==> config.mk <==
export PLATFORM = sky130hd
export DESIGN_NAME = ov7670_config_seq
export DESIGN_NICKNAME = d
export VERILOG_FILES = /design/src/rtl/ov7670_config_seq.sv
export SDC_FILE = /design/constraint.sdc
export NUM_CORES = 1
export LEC_CHECK = 0
export ABC_AREA = 1
export CAP_MARGIN = 20
export CELL_PAD_IN_SITES_DETAIL_PLACEMENT = 0
export CELL_PAD_IN_SITES_GLOBAL_PLACEMENT = 2
export CORE_UTILIZATION = 26
export DETAILED_ROUTE_END_ITERATION = 7
export GPL_TIMING_DRIVEN = 0
export PLACE_DENSITY = 0.86
export SYNTH_ARGS = -nofsm -noshare
export SYNTH_HDL_FRONTEND = slang
export SYNTH_SLANG_ARGS = --single-unit
==> constraint.sdc <==
create_clock -name clk_i -period 1.8 [get_ports clk_i]
set_clock_uncertainty 0.05 [all_clocks]
set_input_delay 0.36 -clock clk_i [delete_from_list [all_inputs] [get_ports clk_i]]
set_output_delay 0.36 -clock clk_i [all_outputs]
set_load 0.01 [all_outputs]
==> src/rtl/ov7670_config_seq.sv <==
// OV7670 register-table sequencer: walks a combinational init table and issues
// one SCCB transaction per entry, with delay/end markers and NACK retries.
module ov7670_config_seq #(
    parameter logic [23:0] DELAY_CYCLES = 24'd120000,
    parameter logic [1:0]  RETRIES      = 2'd2
) (
    input  logic        clk_i,
    input  logic        rst_i,
    input  logic        start_i,
    output logic [5:0]  index_o,
    input  logic [16:0] entry_i,
    output logic        sccb_req_o,
    output logic [7:0]  sccb_addr_o,
    output logic [7:0]  sccb_data_o,
    output logic        sccb_rw_o,
    input  logic        sccb_done_i,
    input  logic        sccb_err_i,
    input  logic [7:0]  sccb_rdata_i,
    output logic [7:0]  rd_data_o,
    output logic        rd_valid_o,
    output logic        busy_o,
    output logic        done_o,
    output logic        error_o
);

    typedef enum logic [2:0] {
        IDLE,
        FETCH,
        DECODE,
        XFER,
        DELAY,
        NEXT,
        DONE,
        ERR
    } state_t;

    localparam logic [16:0] END_MARK   = {16'hffff, 1'b1};
    localparam logic [16:0] DELAY_MARK = {16'hf0f0, 1'b1};
    localparam logic [23:0] DELAY_LOAD = (DELAY_CYCLES == '0) ? 24'd1 : DELAY_CYCLES;

    state_t      state;
    state_t      state_next;
    logic [5:0]  index;
    logic [16:0] entry;
    logic [1:0]  retry_cnt;
    logic [23:0] delay_cnt;
    logic        req;
    logic        xfer_done;
    logic        can_retry;

    // Completion only counts while a request is actually outstanding.
    assign xfer_done = (state == XFER) && req && sccb_done_i;
    assign can_retry = (retry_cnt < RETRIES);

    always_ff @(posedge clk_i or posedge rst_i) begin
        if (rst_i) begin
            state <= IDLE;
        end else begin
            state <= state_next;
        end
    end

    always_comb begin
        state_next = state;
        case (state)
            IDLE, DONE, ERR: begin
                if (start_i) begin
                    state_next = FETCH;
                end
            end
            FETCH: state_next = DECODE;
            DECODE: begin
                if (entry_i == END_MARK) begin
                    state_next = DONE;
                end else if (entry_i == DELAY_MARK) begin
                    state_next = DELAY;
                end else begin
                    state_next = XFER;
                end
            end
            XFER: begin
                if (xfer_done) begin
                    if (!sccb_err_i) begin
                        state_next = NEXT;
                    end else if (!can_retry) begin
                        state_next = ERR;
                    end
                end
            end
            DELAY: begin
                if (delay_cnt <= 24'd1) begin
                    state_next = NEXT;
                end
            end
            NEXT: state_next = (index == 6'd63) ? DONE : FETCH;
            default: state_next = IDLE;
        endcase
    end

    // A retry drops req on the done edge and re-raises it one cycle later.
    always_ff @(posedge clk_i or posedge rst_i) begin
        if (rst_i) begin
            index      <= '0;
            entry      <= '0;
            retry_cnt  <= '0;
            delay_cnt  <= '0;
            req        <= 1'b0;
            rd_data_o  <= '0;
            rd_valid_o <= 1'b0;
        end else begin
            rd_valid_o <= 1'b0;
            case (state)
                IDLE, DONE, ERR: begin
                    if (start_i) begin
                        index     <= '0;
                        retry_cnt <= '0;
                    end
                end
                DECODE: begin
                    entry <= entry_i;
                    if (state_next == XFER) begin
                        req <= 1'b1;
                    end
                    if (state_next == DELAY) begin
                        delay_cnt <= DELAY_LOAD;
                    end
                end
                XFER: begin
                    if (xfer_done) begin
                        req <= 1'b0;
                        if (sccb_err_i) begin
                            if (can_retry) begin
                                retry_cnt <= retry_cnt + 2'd1;
                            end
                        end else if (!entry[0]) begin
                            rd_data_o  <= sccb_rdata_i;
                            rd_valid_o <= 1'b1;
                        end
                    end else if (!req) begin
                        req <= 1'b1;
                    end
                end
                DELAY: delay_cnt <= delay_cnt - 24'd1;
                NEXT: begin
                    retry_cnt <= '0;
                    if (index != 6'd63) begin
                        index <= index + 6'd1;
                    end
                end
                default: ;
            endcase
        end
    end

    assign index_o     = index;
    assign sccb_req_o  = req;
    assign sccb_addr_o = entry[16:9];
    assign sccb_data_o = entry[8:1];
    assign sccb_rw_o   = entry[0];
    assign busy_o      = !((state == IDLE) || (state == DONE) || (state == ERR));
    assign done_o      = (state == DONE);
    assign error_o     = (state == ERR);

endmodule

# Word level (Yosys, flattened, before mapping)
# Index checks and enable logic that the tools add are counted.
[op_classes]
addsub = 3
n_eq_ne = 20
magnitude_cmp = 2
muxes = 26
n_reduce_logical = 16
bitwise_logic = 2
[op_table]
columns = ["cell", "n"]
rows = [
  ["$pmux W24 S2", 1],
  ["$eq A17 B17 Y1 const B", 2],
  ["$le A24 B1 Y1 const B", 1],
  ["$mux W24", 1],
  ["$mux W3", 8],
  ["$sub A24 B1 Y24 const B", 1],
  ["$pmux W3 S6", 1],
  ["$eq A3 B3 Y1 const B", 5],
  ["$ne A2 B2 Y1 const B", 7],
  ["$mux W6", 2],
  ["$pmux W6 S2", 1],
  ["$eq A3 B2 Y1 const B", 3],
  ["$mux W2", 4],
  ["$add A6 B1 Y6 const B", 1],
  ["$eq A6 B6 Y1 const B", 1],
  ["$mux W1", 6],
  ["$ne A6 B6 Y1 const B", 1],
  ["$pmux W2 S3", 1],
  ["$reduce_bool A2 Y1", 3],
  ["$reduce_and A5 Y1", 1],
  ["$reduce_and A2 Y1", 2],
  ["$reduce_and A4 Y1", 1],
  ["$eq A3 B1 Y1 const B", 1],
  ["$logic_not A3 Y1", 1],
  ["10 further kinds", 13],
]
[word_totals]
regBits = 62
inputBits = 30
out_inout_bits = 36

# Logic depth before layout (Yosys ltp)
# Gate-level depths: netlist (run 1).
[depth]
ltp_word = 8
ltp_mapped = 12

# Worst setup path before layout (run 1)
# Ideal clock, no wire load.
[synth_timing]
kind = "reg-to-reg"
from = "register index[0], in the netlist index_o[0]"
to = "register delay_cnt[23]"
path_buffers = 1
setup_time_ps = 121
arrival_ps = 1455
period_less_slack_ps = 1626
stages_incl_launch_ff = 13
required_ps = 1629
path_slack_ps = 174
cell_sequence = "dfrtp_1 -> ha_1 -> nand3_1 -> nor2_1 -> nand2_1 -> nand2_1 -> nor2_2 -> nand2_1 -> nor2_2 -> nand2_2 -> buf_6 -> nand3_1 -> nand2_1"
[synth_via]
elab_chain_cells = 6
[synth_rtl]
columns = ["item", "line_no", "source"]
rows = [
  ["start: declaration", "43", "logic [5:0] index;"],
  ["start signal: assignment", "147", "index <= index + 6'd1;"],
  ["$eq A6 B6 Y1", "95", "NEXT: state_next = (index == 6'd63) ? DONE : FETCH;"],
  ["$mux W3", "95", ""],
  ["$pmux W3 S6", "65", "case (state)"],
  ["$eq A3 B3 Y1", "124", "if (state_next == DELAY) begin"],
  ["$ne A2 B2 Y1 (no source line)", "-", ""],
  ["$reduce_and A2 Y1 (no source line)", "-", ""],
  ["end signal: assignment", "143", "DELAY: delay_cnt <= delay_cnt - 24'd1;"],
  ["end: declaration", "46", "logic [23:0] delay_cnt;"],
]
# No other way between the ends.
# A chain may end at the register's enable or synchronous reset.

# Final worst setup path (run 1)
[layout_timing]
from = "register delay_cnt[0]"
to = "register delay_cnt[18]"
[layout_via]
elab_chain_cells = 6
word_cells_on_any_way = 8
cone_classes = "1 x add/sub; 1 x order compare; 2 x eq/ne; 3 x mux; 1 x reduce/logical"
[layout_rtl]
columns = ["item", "line_no", "source"]
rows = [
  ["$le A24 B1 Y1", "91", "if (delay_cnt <= 24'd1) begin"],
  ["$mux W3", "91", ""],
  ["$pmux W3 S6", "65", ""],
  ["$eq A3 B3 Y1", "124", ""],
  ["$ne A2 B2 Y1 (no source line)", "-", ""],
  ["$reduce_and A2 Y1 (no source line)", "-", ""],
]
# Several ways; a longest one is shown, not always the timed one.

==> results of run 1 <==
## metal layers
layer  track usage  vias to the layer above
li1              -                     1542
met1         0.183                     1389
met2         0.213                       67
met3        0.0402                       13
met4        0.0563                        0
met5             0                        -
## final cells by class
cell class	count	area, um2	area share
sequential	62	1560	0.325
inverter	44	173	0.0361
tap	168	210	0.0440
multi-input combinational	315	1660	0.347
buffer	7	60.1	0.0126
clock inverter	6	85.1	0.0178
timing repair buffer	76	801	0.167
clock buffer	10	239	0.0500
## power groups by stage
stage | sequential, W | clock [W] | combinational (W)
2_1_floorplan | 0.00228 | 0 | 0.00120
3_3_place_gp | 0.00219 | 0 | 0.00233
3_5_place_dp | 0.00219 | 0 | 0.00235
4_1_cts | 0.00220 | 0.00195 | 0.00238
5_1_grt | 0.00229 | 0.00201 | 0.00274
6_report | 0.00222 | 0.00191 | 0.00245
## cell families after synthesis
| kind of cell | synth area share |
|---|---|
| AOI/OAI and AO/OA | 0.0761 |
| xor gates and xnor gates | 0.0186 |
| adders and majority gates | 0.0114 |
| buffers and inverters | 0.0662 |
| DFF | 0.472 |
| and+or+nand+nor | 0.356 |
## path summary, 6_finish.rpt
path / end / startpoint / cells after the start / slack, ps
max: delay_cnt[18] / delay_cnt[0] / 9 / 40
min: entry[14] / entry_i[14] / 3 / 250
max reg2reg: delay_cnt[18] / delay_cnt[0] / 9 / 40
min reg2reg: rd_data_o[5] / rd_data_o[5] / 2 / 430
max in group asynchronous: state[2] / rst_i / 3 / 720
min in group asynchronous: entry[7] / rst_i / 2 / 390
## through the flow
step / setup TNS (ps) / setup slack, ps / power (W) / utilization
3_5_place_dp: -8330 / -344 / 0.00454 / 0.343
3_3_place_gp: -19150 / -323 / 0.00451 / 0.342
2_1_floorplan: 0 / 174 / 0.00349 / -
5_1_grt: -464 / -78.0 / 0.00704 / 0.393
6_report: 0 / 41.1 / 0.00657 / 0.393
4_1_cts: 0 / 3.20 / 0.00654 / 0.374
## Yosys cell counts (2+ instances only)
| cell | n |
|---|---|
| buf_6 | 3 |
| a21oi_2 | 2 |
| nor2_2 | 6 |
| clkbuf_1 | 3 |
| a21boi_0 | 4 |
| dfrtp_1 | 62 |
| nor2_1 | 58 |
| o31ai_1 | 3 |
| a31oi_1 | 2 |
| ha_1 | 3 |
| o21ai_0 | 15 |
| nor2_4 | 2 |
| nand4_1 | 5 |
| nand2_2 | 6 |
| nor3_1 | 8 |
| or2_2 | 2 |
| nor3_4 | 2 |
| nand3_1 | 29 |
| o21bai_1 | 2 |
| inv_2 | 5 |
| nand2_1 | 138 |
| nand3_2 | 2 |
| inv_1 | 37 |
| a21oi_1 | 7 |
| xor2_1 | 4 |
| xnor2_1 | 3 |
## flip-flops by register name, summed over array words and instances (netlist names)
register    cells
index_o         6
rd_data_o       8
entry          17
retry_cnt       2
sccb_req_o      1
delay_cnt      24
state           3
rd_valid_o      1
## cell usage in the layout (no fill, tap or decap), types with 3 or more instances in the layout
| cell type | count |
|---|---|
| o21ai_0 | 15 |
| dlymetal6s2s_1 | 11 |
| a21oi_1 | 7 |
| nor3_1 | 7 |
| nand3_1 | 21 |
| clkbuf_1 | 3 |
| buf_4 | 8 |
| dfrtp_2 | 4 |
| nor2_2 | 12 |
| a21boi_0 | 4 |
| nand2_1 | 134 |
| nor2_4 | 7 |
| clkinv_2 | 3 |
| inv_1 | 34 |
| xnor2_1 | 3 |
| nand3_2 | 9 |
| nor2_1 | 47 |
| nand4_1 | 5 |
| dfrtp_1 | 58 |
| clkbuf_16 | 11 |
| clkdlybuf4s50_1 | 51 |
| inv_2 | 7 |
| nand2_2 | 8 |
| o31ai_1 | 3 |
| clkinvlp_4 | 3 |
| xor2_1 | 4 |
## timing repair
action	in CTS	in global routing
endpoints found under the setup margin	24	32
gates resized for setup	15	45
cloned	0	2
buffers inserted	3	5
pin swaps	1	12
## worst min-delay path, cell delays in order
cell            delay (ps)
dlymetal6s2s_1         120
nand2_1                 70
nand2_1                 50
==> impl_metrics.tcl, run 1 <==
set metrics [dict create \
    synth_area_um2 3290 \
    drive_above_1_share 0.181 \
    fin_crit_ps 1760 \
    maxCapViolCount 0 \
    synth_edf_count 0 \
    cts_max_level 3 \
    highest_layer "met4" \
    crit_path_top_delay_cell "dfrtp_1" \
    critical_path_arrival_ps 1960 \
    end_kind "flip-flop" \
    wl_mm 8.58 \
    postSynth.asyncResetShare 1.00 \
    wl_per_cell_um 12.5 \
    initial_core_util 0.270 \
    area_growth_pct 45.4 \
    drv_slew 0 \
    p_int_w 0.00422 \
    num_rows 40 \
    ir_drop_v 0.000633 \
    synthTopCellsByArea "dfrtp_1 (47%), nand2_1 (16%), nor2_1 (6.6%)" \
    cpPeakStageDelay_ps 400 \
    dr.pass1.iters 6 \
    synth_nets 461 \
    postLayoutCellArea_um2 4780 \
    final-setup-viol-count 0 \
    dp.cells 662 \
    fill_cells 1257 \
    outcome "complete, no violations" \
    grt_max_degree 39 \
    grt-ovfl-total 0 \
    yosysTopAreaCellShare 0.472 \
    drt-initial-drc-count 86 \
    seq_area_frac_synth 0.472 \
    via_count 3011 \
    place_congestion 0.784 \
    fin_hold_ws_ps 254 \
    port_buffers 65 \
    path_cells "inv_2 > ha_1 > nand3_2 > nor2_4 > buf_4 > and2_1 > nand2_1 > nor2_1 > o21bai_1" \
    drc 0 \
    via_per_inst 4.38 \
    critPathLaunchType "flip-flop" \
    numCtsBuffers 9 \
    wl_met3_um 510 \
    first_global_vias 2935 \
    grt_antenna_before_repair 0 \
    instances_no_fill 688 \
    power.share.clock 0.290 \
    clk_path_buf_depth 2 \
    dp_hpwl_mm 6.01 \
    wl_met1_mm 4.09 \
    criticalPathCategory "reg2reg" \
    nets 548 \
    power_density_nw_per_um2 1370 \
    grt_use_total 0.138 \
    placed_cell_area_um2 4170 \
    clock.fmax_ghz 0.569 \
    io_pins 66 \
    coreArea_um2 12200 \
    critPathMaxFanout 5 \
    finalHoldViolations 0 \
    p_sw_w 0.00236 \
    met2WireLength_mm 3.86 \
    ys_types 41 \
    p_comb_frac 0.373 \
    clkSlewWorstSetupHoldPaths_ps 60 \
    cts_tree "yes" \
    netlist_instances 428 \
    dieArea_um2 13100 \
    ant_nets 0 \
    cts.sinks 62 \
    die_y_um 114 \
    diodes 0 \
    insertion_delay_ps 320 \
    synth_top_cell_by_area "dfrtp_1" \
    cp_top_family "simple AND/OR/NAND/NOR gates" \
    cts-root-buf "clkbuf_16" \
    ys_seq_elements 62 \
    worstPathRequired_ps 2000 \
    power.leakage_nw 2.29 \
    grt_pass1_wl_mm 14.2 \
    worst-path-buf-inv 2 \
    relSlewSlack 0.626 \
    die_w_um 114 \
    worst_pin_slew_ps 561 \
    synthFlopType "dfrtp_1" \
    avgSynthCellArea_um2 7.69 \
    grt_setup_unrepaired "yes" \
    hp-class "in2reg" \
    pwr-share-seq 0.337 \
    synth_warnings 0 \
    min_period_over_period 0.977 \
    p_sw_frac 0.358 \
    ctsHoldBuffers 0 \
]
Power figures use the tool's default switching activity.
==> run 2, diff against run 1 <==
--- a/config.mk
+++ b/config.mk
@@ -6,7 +6,6 @@
 export NUM_CORES = 1
 export LEC_CHECK = 0
 export ABC_AREA = 1
-export CAP_MARGIN = 20
 export CELL_PAD_IN_SITES_DETAIL_PLACEMENT = 0
 export CELL_PAD_IN_SITES_GLOBAL_PLACEMENT = 2
 export CORE_UTILIZATION = 26
==> results of run 2 <==
No change in the layout: final DEF, timing and power equal those of run 1.
==> run 3, diff against run 2 <==
--- a/config.mk
+++ b/config.mk
@@ -10,6 +10,7 @@
 export CELL_PAD_IN_SITES_GLOBAL_PLACEMENT = 2
 export CORE_UTILIZATION = 26
 export DETAILED_ROUTE_END_ITERATION = 7
+export GPL_ROUTABILITY_DRIVEN = 0
 export GPL_TIMING_DRIVEN = 0
 export PLACE_DENSITY = 0.86
 export SYNTH_ARGS = -nofsm -noshare
==> results of run 3 <==
No change in the layout: final DEF, timing and power equal those of run 1.
